$ cat config.mk
export PLATFORM = sky130hd
export DESIGN_NAME = dbus_uncached_bridge
export DESIGN_NICKNAME = d
export VERILOG_FILES = /design/src/rtl/dbus_uncached_bridge_pkg.sv /design/src/rtl/dbus_uncached_bridge_wbuf_fifo.sv /design/src/rtl/dbus_uncached_bridge.sv
export SDC_FILE = /design/constraint.sdc
export NUM_CORES = 1
export LEC_CHECK = 0
export CORE_MARGIN = 4
export CORE_UTILIZATION = 40
export CTS_CLUSTER_SIZE = 24
export DETAILED_ROUTE_END_ITERATION = 7
export MAX_ROUTING_LAYER = met4
export PLACE_DENSITY = 0.6
export SETUP_SLACK_MARGIN = 0.15
export SLEW_MARGIN = 30
export SYNTH_ARGS = -nofsm -noshare
export SYNTH_HDL_FRONTEND = slang
export SYNTH_SLANG_ARGS = --single-unit
$ cat constraint.sdc
create_clock -name clk -period 5.7 [get_ports clk]
set_input_delay 1.14 -clock clk [delete_from_list [all_inputs] [get_ports clk]]
set_output_delay 1.14 -clock clk [all_outputs]
set_load 0.02 [all_outputs]
$ cat src/rtl/dbus_uncached_bridge_pkg.sv
// ============================================================================
// dbus_uncached_bridge_pkg
// Shared types for the uncached data-bus bridge: write-buffer entry, FSM states.
// Revision: 1.0
// ============================================================================
`default_nettype none

package dbus_uncached_bridge_pkg;

    // Entry address width; the bridge ADDR_WIDTH parameter defaults to this.
    localparam int DBUS_ADDR_WIDTH = 32;

    typedef struct packed {
        logic [DBUS_ADDR_WIDTH-1:0] addr;
        logic [3:0]                 be;
        logic [31:0]                wdata;
    } wbuf_entry_t;

    typedef logic [2:0] dbus_state_t;

    localparam logic [2:0] ST_IDLE    = 3'd0;
    localparam logic [2:0] ST_DRAIN   = 3'd1;
    localparam logic [2:0] ST_RD_REQ  = 3'd2;
    localparam logic [2:0] ST_RD_WAIT = 3'd3;
    localparam logic [2:0] ST_RESP    = 3'd4;

    function automatic logic [31:0] merge_bytes(input logic [31:0] old_d,
                                                input logic [31:0] new_d,
                                                input logic [3:0]  be);
        logic [31:0] r;
        for (int b = 0; b < 4; b++) begin
            r[8*b +: 8] = be[b] ? new_d[8*b +: 8] : old_d[8*b +: 8];
        end
        return r;
    endfunction

endpackage

`default_nettype wire

$ cat src/rtl/dbus_uncached_bridge_wbuf_fifo.sv
// ============================================================================
// wbuf_fifo
// In-order write buffer with push/pop and a tail-entry rewrite port for merging.
// Revision: 1.0
// ============================================================================
`default_nettype none

module wbuf_fifo
    import dbus_uncached_bridge_pkg::*;
#(
    parameter int DEPTH = 4
) (
    input  logic                   clk,
    input  logic                   rst,
    input  logic                   push_i,
    input  wbuf_entry_t            push_data_i,
    input  logic                   pop_i,
    input  logic                   merge_i,
    input  wbuf_entry_t            merge_data_i,
    output wbuf_entry_t            head_o,
    output wbuf_entry_t            next_o,
    output wbuf_entry_t            tail_o,
    output logic [$clog2(DEPTH):0] count_o,
    output logic                   full_o,
    output logic                   empty_o
);

    localparam int PW = $clog2(DEPTH);

    wbuf_entry_t   mem_q [DEPTH];
    logic [PW-1:0] head_q;
    logic [PW-1:0] tail_q;
    logic [PW:0]   count_q;

    assign head_o  = mem_q[head_q];
    assign next_o  = mem_q[head_q + PW'(1)];
    assign tail_o  = mem_q[tail_q - PW'(1)];
    assign count_o = count_q;
    assign full_o  = (count_q == (PW+1)'(DEPTH));
    assign empty_o = (count_q == '0);

    always_ff @(posedge clk) begin
        if (push_i) begin
            mem_q[tail_q] <= push_data_i;
        end
        if (merge_i) begin
            mem_q[tail_q - PW'(1)] <= merge_data_i;
        end
    end

    always_ff @(posedge clk) begin
        if (rst) begin
            head_q  <= '0;
            tail_q  <= '0;
            count_q <= '0;
        end else begin
            if (push_i) begin
                tail_q <= tail_q + PW'(1);
            end
            if (pop_i) begin
                head_q <= head_q + PW'(1);
            end
            case ({push_i, pop_i})
                2'b10:   count_q <= count_q + (PW+1)'(1);
                2'b01:   count_q <= count_q - (PW+1)'(1);
                default: count_q <= count_q;
            endcase
        end
    end

endmodule

`default_nettype wire

$ cat src/rtl/dbus_uncached_bridge.sv
// ============================================================================
// dbus_uncached_bridge
// Posted uncached stores via an in-order write buffer; loads wait behind them.
// Optional store merging into the tail entry: define DBUS_WBUF_MERGE_EN.
// Revision: 1.0
// ============================================================================
`default_nettype none

module dbus_uncached_bridge
    import dbus_uncached_bridge_pkg::*;
#(
    parameter int DEPTH      = 4,
    parameter int ADDR_WIDTH = DBUS_ADDR_WIDTH
) (
    input  logic                  clk,
    input  logic                  rst,
    input  logic                  req_valid,
    input  logic                  req_we,
    input  logic [ADDR_WIDTH-1:0] req_addr,
    input  logic [3:0]            req_be,
    input  logic [31:0]           req_wdata,
    output logic                  req_ready,
    output logic                  resp_valid,
    output logic [31:0]           resp_rdata,
    output logic                  wbuf_empty,
    output logic                  mem_req,
    output logic                  mem_we,
    output logic [ADDR_WIDTH-1:0] mem_addr,
    output logic [3:0]            mem_be,
    output logic [31:0]           mem_wdata,
    input  logic                  mem_gnt,
    input  logic                  mem_rvalid,
    input  logic [31:0]           mem_rdata
);

    localparam int CW = $clog2(DEPTH) + 1;

    dbus_state_t           state_q, state_d;
    logic                  mem_req_q, mem_req_d;
    logic                  mem_we_q, mem_we_d;
    logic [ADDR_WIDTH-1:0] mem_addr_q, mem_addr_d;
    logic [3:0]            mem_be_q, mem_be_d;
    logic [31:0]           mem_wdata_q, mem_wdata_d;
    logic [31:0]           rdata_q, rdata_d;

    logic [ADDR_WIDTH-1:0] w_req_waddr;
    wbuf_entry_t           w_req_entry;
    wbuf_entry_t           w_head;
    wbuf_entry_t           w_next;
    wbuf_entry_t           w_cand;
    wbuf_entry_t           w_merge_entry;
    logic [CW-1:0]         w_count;
    logic                  w_full;
    logic                  w_empty;
    logic                  w_in_idle;
    logic                  w_drain_st;
    logic                  w_pop;
    logic                  w_merge_hit;
    logic                  w_store_acc;
    logic                  w_push;
    logic                  w_merge;
    logic                  w_have_fifo;
    logic                  w_wr_launch;
    logic                  w_rd_launch;
    logic                  w_drain_done;
    logic                  w_wbuf_empty;

    assign w_req_waddr = req_addr & ~ADDR_WIDTH'(3);
    assign w_req_entry = '{addr: DBUS_ADDR_WIDTH'(w_req_waddr), be: req_be, wdata: req_wdata};

    assign w_in_idle  = (state_q == ST_IDLE);
    assign w_drain_st = w_in_idle || (state_q == ST_DRAIN);
    assign w_pop      = mem_req_q & mem_we_q & mem_gnt;

`ifdef DBUS_WBUF_MERGE_EN
    wbuf_entry_t w_tail;

    // The tail must not be the head on the bus, nor the entry launched this cycle.
    assign w_merge_hit = (w_count >= CW'(2)) && (w_tail.addr == w_req_entry.addr) &&
                         !(w_pop && (w_count == CW'(2)));
    assign w_merge_entry = '{addr:  w_tail.addr,
                             be:    w_tail.be | req_be,
                             wdata: merge_bytes(w_tail.wdata, req_wdata, req_be)};
`else
    assign w_merge_hit   = 1'b0;
    assign w_merge_entry = w_req_entry;
`endif

    assign w_store_acc = req_valid & req_we & w_in_idle & (~w_full | w_merge_hit);
    assign w_push      = w_store_acc & ~w_merge_hit;
    assign w_merge     = w_store_acc & w_merge_hit;

    // Next write to present: the entry behind any popping head, else the incoming store.
    assign w_have_fifo  = w_pop ? (w_count > CW'(1)) : (w_count != '0);
    assign w_cand       = w_have_fifo ? (w_pop ? w_next : w_head) : w_req_entry;
    assign w_wr_launch  = w_drain_st & (~mem_req_q | mem_gnt) & (w_have_fifo | w_push);
    assign w_drain_done = w_pop ? (w_count == CW'(1)) : (w_count == '0);
    assign w_wbuf_empty = w_empty & ~(mem_req_q & mem_we_q);

    wbuf_fifo #(
        .DEPTH(DEPTH)
    ) u_wbuf_fifo (
        .clk          (clk),
        .rst          (rst),
        .push_i       (w_push),
        .push_data_i  (w_req_entry),
        .pop_i        (w_pop),
        .merge_i      (w_merge),
        .merge_data_i (w_merge_entry),
        .head_o       (w_head),
        .next_o       (w_next),
`ifdef DBUS_WBUF_MERGE_EN
        .tail_o       (w_tail),
`else
        .tail_o       (),
`endif
        .count_o      (w_count),
        .full_o       (w_full),
        .empty_o      (w_empty)
    );

    always_comb begin
        state_d     = state_q;
        rdata_d     = rdata_q;
        w_rd_launch = 1'b0;
        case (state_q)
            ST_IDLE: begin
                if (req_valid && !req_we) begin
                    if (w_wbuf_empty) begin
                        state_d     = ST_RD_REQ;
                        w_rd_launch = 1'b1;
                    end else begin
                        state_d = ST_DRAIN;
                    end
                end
            end
            ST_DRAIN: begin
                if (w_drain_done) begin
                    state_d     = ST_RD_REQ;
                    w_rd_launch = 1'b1;
                end
            end
            ST_RD_REQ: begin
                if (mem_gnt) begin
                    state_d = ST_RD_WAIT;
                end
            end
            ST_RD_WAIT: begin
                if (mem_rvalid) begin
                    rdata_d = mem_rdata;
                    state_d = ST_RESP;
                end
            end
            ST_RESP: state_d = ST_IDLE;
            default: state_d = ST_IDLE;
        endcase
    end

    always_comb begin
        mem_req_d   = mem_req_q;
        mem_we_d    = mem_we_q;
        mem_addr_d  = mem_addr_q;
        mem_be_d    = mem_be_q;
        mem_wdata_d = mem_wdata_q;
        if (w_wr_launch) begin
            mem_req_d   = 1'b1;
            mem_we_d    = 1'b1;
            mem_addr_d  = ADDR_WIDTH'(w_cand.addr);
            mem_be_d    = w_cand.be;
            mem_wdata_d = w_cand.wdata;
        end else if (w_rd_launch) begin
            mem_req_d  = 1'b1;
            mem_we_d   = 1'b0;
            mem_addr_d = w_req_waddr;
            mem_be_d   = 4'hF;
        end else if (mem_req_q && mem_gnt) begin
            mem_req_d = 1'b0;
        end
    end

    always_ff @(posedge clk) begin
        if (rst) begin
            state_q     <= ST_IDLE;
            mem_req_q   <= 1'b0;
            mem_we_q    <= 1'b0;
            mem_addr_q  <= '0;
            mem_be_q    <= '0;
            mem_wdata_q <= '0;
            rdata_q     <= '0;
        end else begin
            state_q     <= state_d;
            mem_req_q   <= mem_req_d;
            mem_we_q    <= mem_we_d;
            mem_addr_q  <= mem_addr_d;
            mem_be_q    <= mem_be_d;
            mem_wdata_q <= mem_wdata_d;
            rdata_q     <= rdata_d;
        end
    end

    assign req_ready  = w_store_acc | (state_q == ST_RESP);
    assign resp_valid = (state_q == ST_RESP);
    assign resp_rdata = rdata_q;
    assign wbuf_empty = w_wbuf_empty;
    assign mem_req    = mem_req_q;
    assign mem_we     = mem_we_q;
    assign mem_addr   = mem_addr_q;
    assign mem_be     = mem_be_q;
    assign mem_wdata  = mem_wdata_q;

endmodule

`default_nettype wire

==> results.sh <==
export IMPL_run_status="finished, final reports clean"
export IMPL_irDropWorstVdd_mv=0.218
export IMPL_clkLatencyLatePin_ns=0.54
export IMPL_final_antenna_net_count=0
export IMPL_grt_max_degree=59
export IMPL_cts_root_buf="clkbuf_16"
export IMPL_core_area_um2=41100
export IMPL_fin_nets=1423
export IMPL_start_util_pct=40.8
export IMPL_hold_buffers=0
export IMPL_dr_first_iter_drc_count=687
export IMPL_synthToLayoutAreaGrowth_pct=22.6
export IMPL_hp_class="reg2reg"
export IMPL_min_period_over_period_pct=70.0
export IMPL_placed_area_um2=19300
export IMPL_wl_per_cell_um=22.6
export IMPL_grt_pass1_wl_um=64500
export IMPL_rows=74
export IMPL_stdcell_count=1875
export IMPL_maxSlewViolCount=0
export IMPL_fin_setup_tns_ns=0
export IMPL_die_x_um=213
export IMPL_gp_congestion=0.739
export IMPL_synth_seq_cells=376
export IMPL_via_per_inst=5.58
export IMPL_finClkSkew_ns=0.0109
export IMPL_power_density_nw_per_um2=378
export IMPL_drive_above_1_share_pct=19.7
export IMPL_synth_ff_type="edfxtp_1"
export IMPL_period_minus_slack_ns=3.99
export IMPL_vias=10500
export IMPL_synth_area_leaders="edfxtp_1 47%, mux4_2 18%, dfxtp_1 13%"
export IMPL_drc=0
export IMPL_synth_seq_area_share_pct=60.6
export IMPL_worstPathRequired_ns=4.56
export IMPL_grt_antenna_before_repair=4
export IMPL_cts_buffers=41
export IMPL_cts_sinks=376
export IMPL_htreeDepth=2
export IMPL_maxSlewHeadroom_pct=35.6
export IMPL_gr_total_overflow=0
export IMPL_endpoint_kind="output pin"
export IMPL_cp_max_fo=17
export IMPL_grt_pass1_vias=10800
export IMPL_ys_async_sr_fraction_pct=0
export IMPL_fin_util_pct=50.0
export IMPL_synth_largest_area_cell="edfxtp_1"
export IMPL_postSynthAreaPerCell_um2=14.9
export IMPL_critPathLaunchType="input pin"
export IMPL_port_buffers=206
export IMPL_setup_viol=0
export IMPL_whs_path_depth=2
export IMPL_place_ws_ns=1.12
export IMPL_drt_total_wl_um=42300
export IMPL_ctsResizeCount=0
export IMPL_reg2reg_slack_ns=2.42
export IMPL_worstRegToRegCells=7
export IMPL_worstMarginPinSlew_ns=0.964
export IMPL_hold_path_endpoint="resp_rdata[2]"
export IMPL_setup_ws_ns=1.71
export IMPL_rsz0062_at_grt="false"
export IMPL_globalRouteTotalUtil_pct=19.2
export IMPL_dpl_hpwl_um=25300
export IMPL_cts_setup_buffers=0
export IMPL_dp_cells=1797
export IMPL_timing_hold_ws_ns=0.455
export IMPL_yosys_warnings=0
export IMPL_die_h_um=213
export IMPL_die_area_um2=45300
export IMPL_path_clk_slew_ns=0.05
export IMPL_total_power_mw=7.78
export IMPL_clock_path_buffers=3
export IMPL_synth_edf_count=264
export IMPL_ios=211
export IMPL_critPathKind="in2out"
export IMPL_fillers=3526
export IMPL_timing_rr_end="mem_wdata[7]"
export IMPL_hold_viol=0
export IMPL_min_delay_start="resp_rdata[2]"
export IMPL_fmaxAchievable_mhz=251
export IMPL_cts_tree="done"
export IMPL_post_route_cell_area_um2=20600
export IMPL_synth_cell_types=42
export IMPL_yosys_area_top_type_share_pct=47.2
export IMPL_r2r_start="mem_we"
export IMPL_syn_inst=1126
export IMPL_leakagePower_nw=6.68
export IMPL_cp_arrival_ns=2.85
export IMPL_max_cap_violations=0
export IMPL_syn_area_um2=16800
export IMPL_dr_pass1_iters=5
-- sequential cells by signal, summed over array words and instances (netlist names), named ones only --
| name | cells |
|---|---|
| u_wbuf_fifo.mem_q | 264 |
| mem_wdata | 32 |
| resp_rdata | 32 |
| mem_addr | 30 |
| mem_be | 4 |
| state_q | 3 |
| u_wbuf_fifo.count_o | 3 |
| u_wbuf_fifo.head_q | 2 |
| u_wbuf_fifo.tail_q | 2 |
| mem_req | 1 |
| mem_we | 1 |
-- cell type report --
type                    instances  area (um2)  area share (%)
multi-input cells             650        6130            29.8
repair buffers                229        2270            11.0
diodes                          5        12.5          0.0608
inverters                      10        40.0           0.195
well taps                     532         666            3.24
flip-flops and latches        376       10200            49.5
clock buffers                  62        1170            5.67
clock inverters                11         101           0.493
-- cells by family after synthesis --
group	after synthesis	share of synthesized area, %
adders and majority gates	9	0.671
xor gates and xnor gates	5	0.261
muxes	166	19.8
AOI/OAI and AO/OA	170	7.59
buffers and inverters	101	3.23
DFF	376	60.6
other	1	0.0223
and+or+nand+nor	298	7.82
-- cell usage in the layout, fill, tap and decap left out, types with 2 or more instances in the layout --
| cell type | n |
|---|---|
| clkinv_1 | 3 |
| buf_4 | 21 |
| a211oi_1 | 30 |
| or3_1 | 8 |
| buf_12 | 3 |
| dfxtp_4 | 4 |
| nor3_1 | 71 |
| o21ai_0 | 2 |
| xor2_1 | 3 |
| conb_1 | 2 |
| nand2b_1 | 3 |
| edfxtp_1 | 264 |
| nor2_4 | 4 |
| mux4_2 | 132 |
| clkbuf_8 | 4 |
| clkbuf_16 | 42 |
| nand3_1 | 11 |
| diode_2 | 5 |
| a21oi_1 | 102 |
| mux2i_1 | 32 |
| xnor2_1 | 2 |
| nor2_1 | 44 |
| nand2_1 | 144 |
| o2bb2ai_2 | 30 |
| clkdlybuf4s50_1 | 205 |
| ha_1 | 9 |
| clkinv_2 | 6 |
| dfxtp_1 | 108 |
| bufinv_16 | 2 |
| clkbuf_1 | 16 |
| nand3_4 | 2 |
| inv_1 | 9 |
| nor4_1 | 2 |
-- where the power goes --
group / switching [mW] / internal (mW) / total [mW]
clock network: 1.03 / 1.50 / 2.53
registers: 0.171 / 3.18 / 3.36
logic: 1.11 / 0.786 / 1.89
total: 2.31 / 5.47 / 7.78
-- synthesized netlist by cell type, types with 2 or more instances --
cell       count
edfxtp_1     264
inv_1          9
clkbuf_1      35
buf_6         10
buf_4         15
nor2_1        49
buf_2         23
o21ai_0        2
o2bb2ai_2     30
xnor2_1        2
nand3_2        2
mux4_2       132
ha_1           9
mux2i_1       32
or3_1          8
nor4_1         2
nor3_1        71
nand3_1       11
buf_1          8
nand2_1      145
nand2b_1       3
a21oi_1      102
dfxtp_1      112
a211oi_1      30
xor2_1         3
-- routing by layer --
layer	wire [um]	track usage (%)	up-vias
li1	-	-	4757
met1	17600	25.0	5362
met2	21200	31.0	280
met3	2520	3.73	58
met4	941	5.44	0
met5	0	-	-
-- worst max-delay path, stage by stage --
cell and delay, ns:
clkdlybuf4s50_1 0.61, nand4_2 0.12, buf_4 0.25, nand2_1 0.09
clkdlybuf4s50_1 0.63
-- how the worst max path moves through the flow --
stage	start	depth (start not counted)	to
after global routing	mem_gnt	8	mem_wdata[7]
after floorplan	req_we	3	u_wbuf_fifo.mem_q[0][0]
after CTS	mem_gnt	8	mem_wdata[22]
after global placement	mem_gnt	8	mem_wdata[22]
after detailed placement	mem_gnt	8	mem_wdata[22]
final	req_we	5	req_ready
No activity file was read; power rests on OpenSTA's default activity.
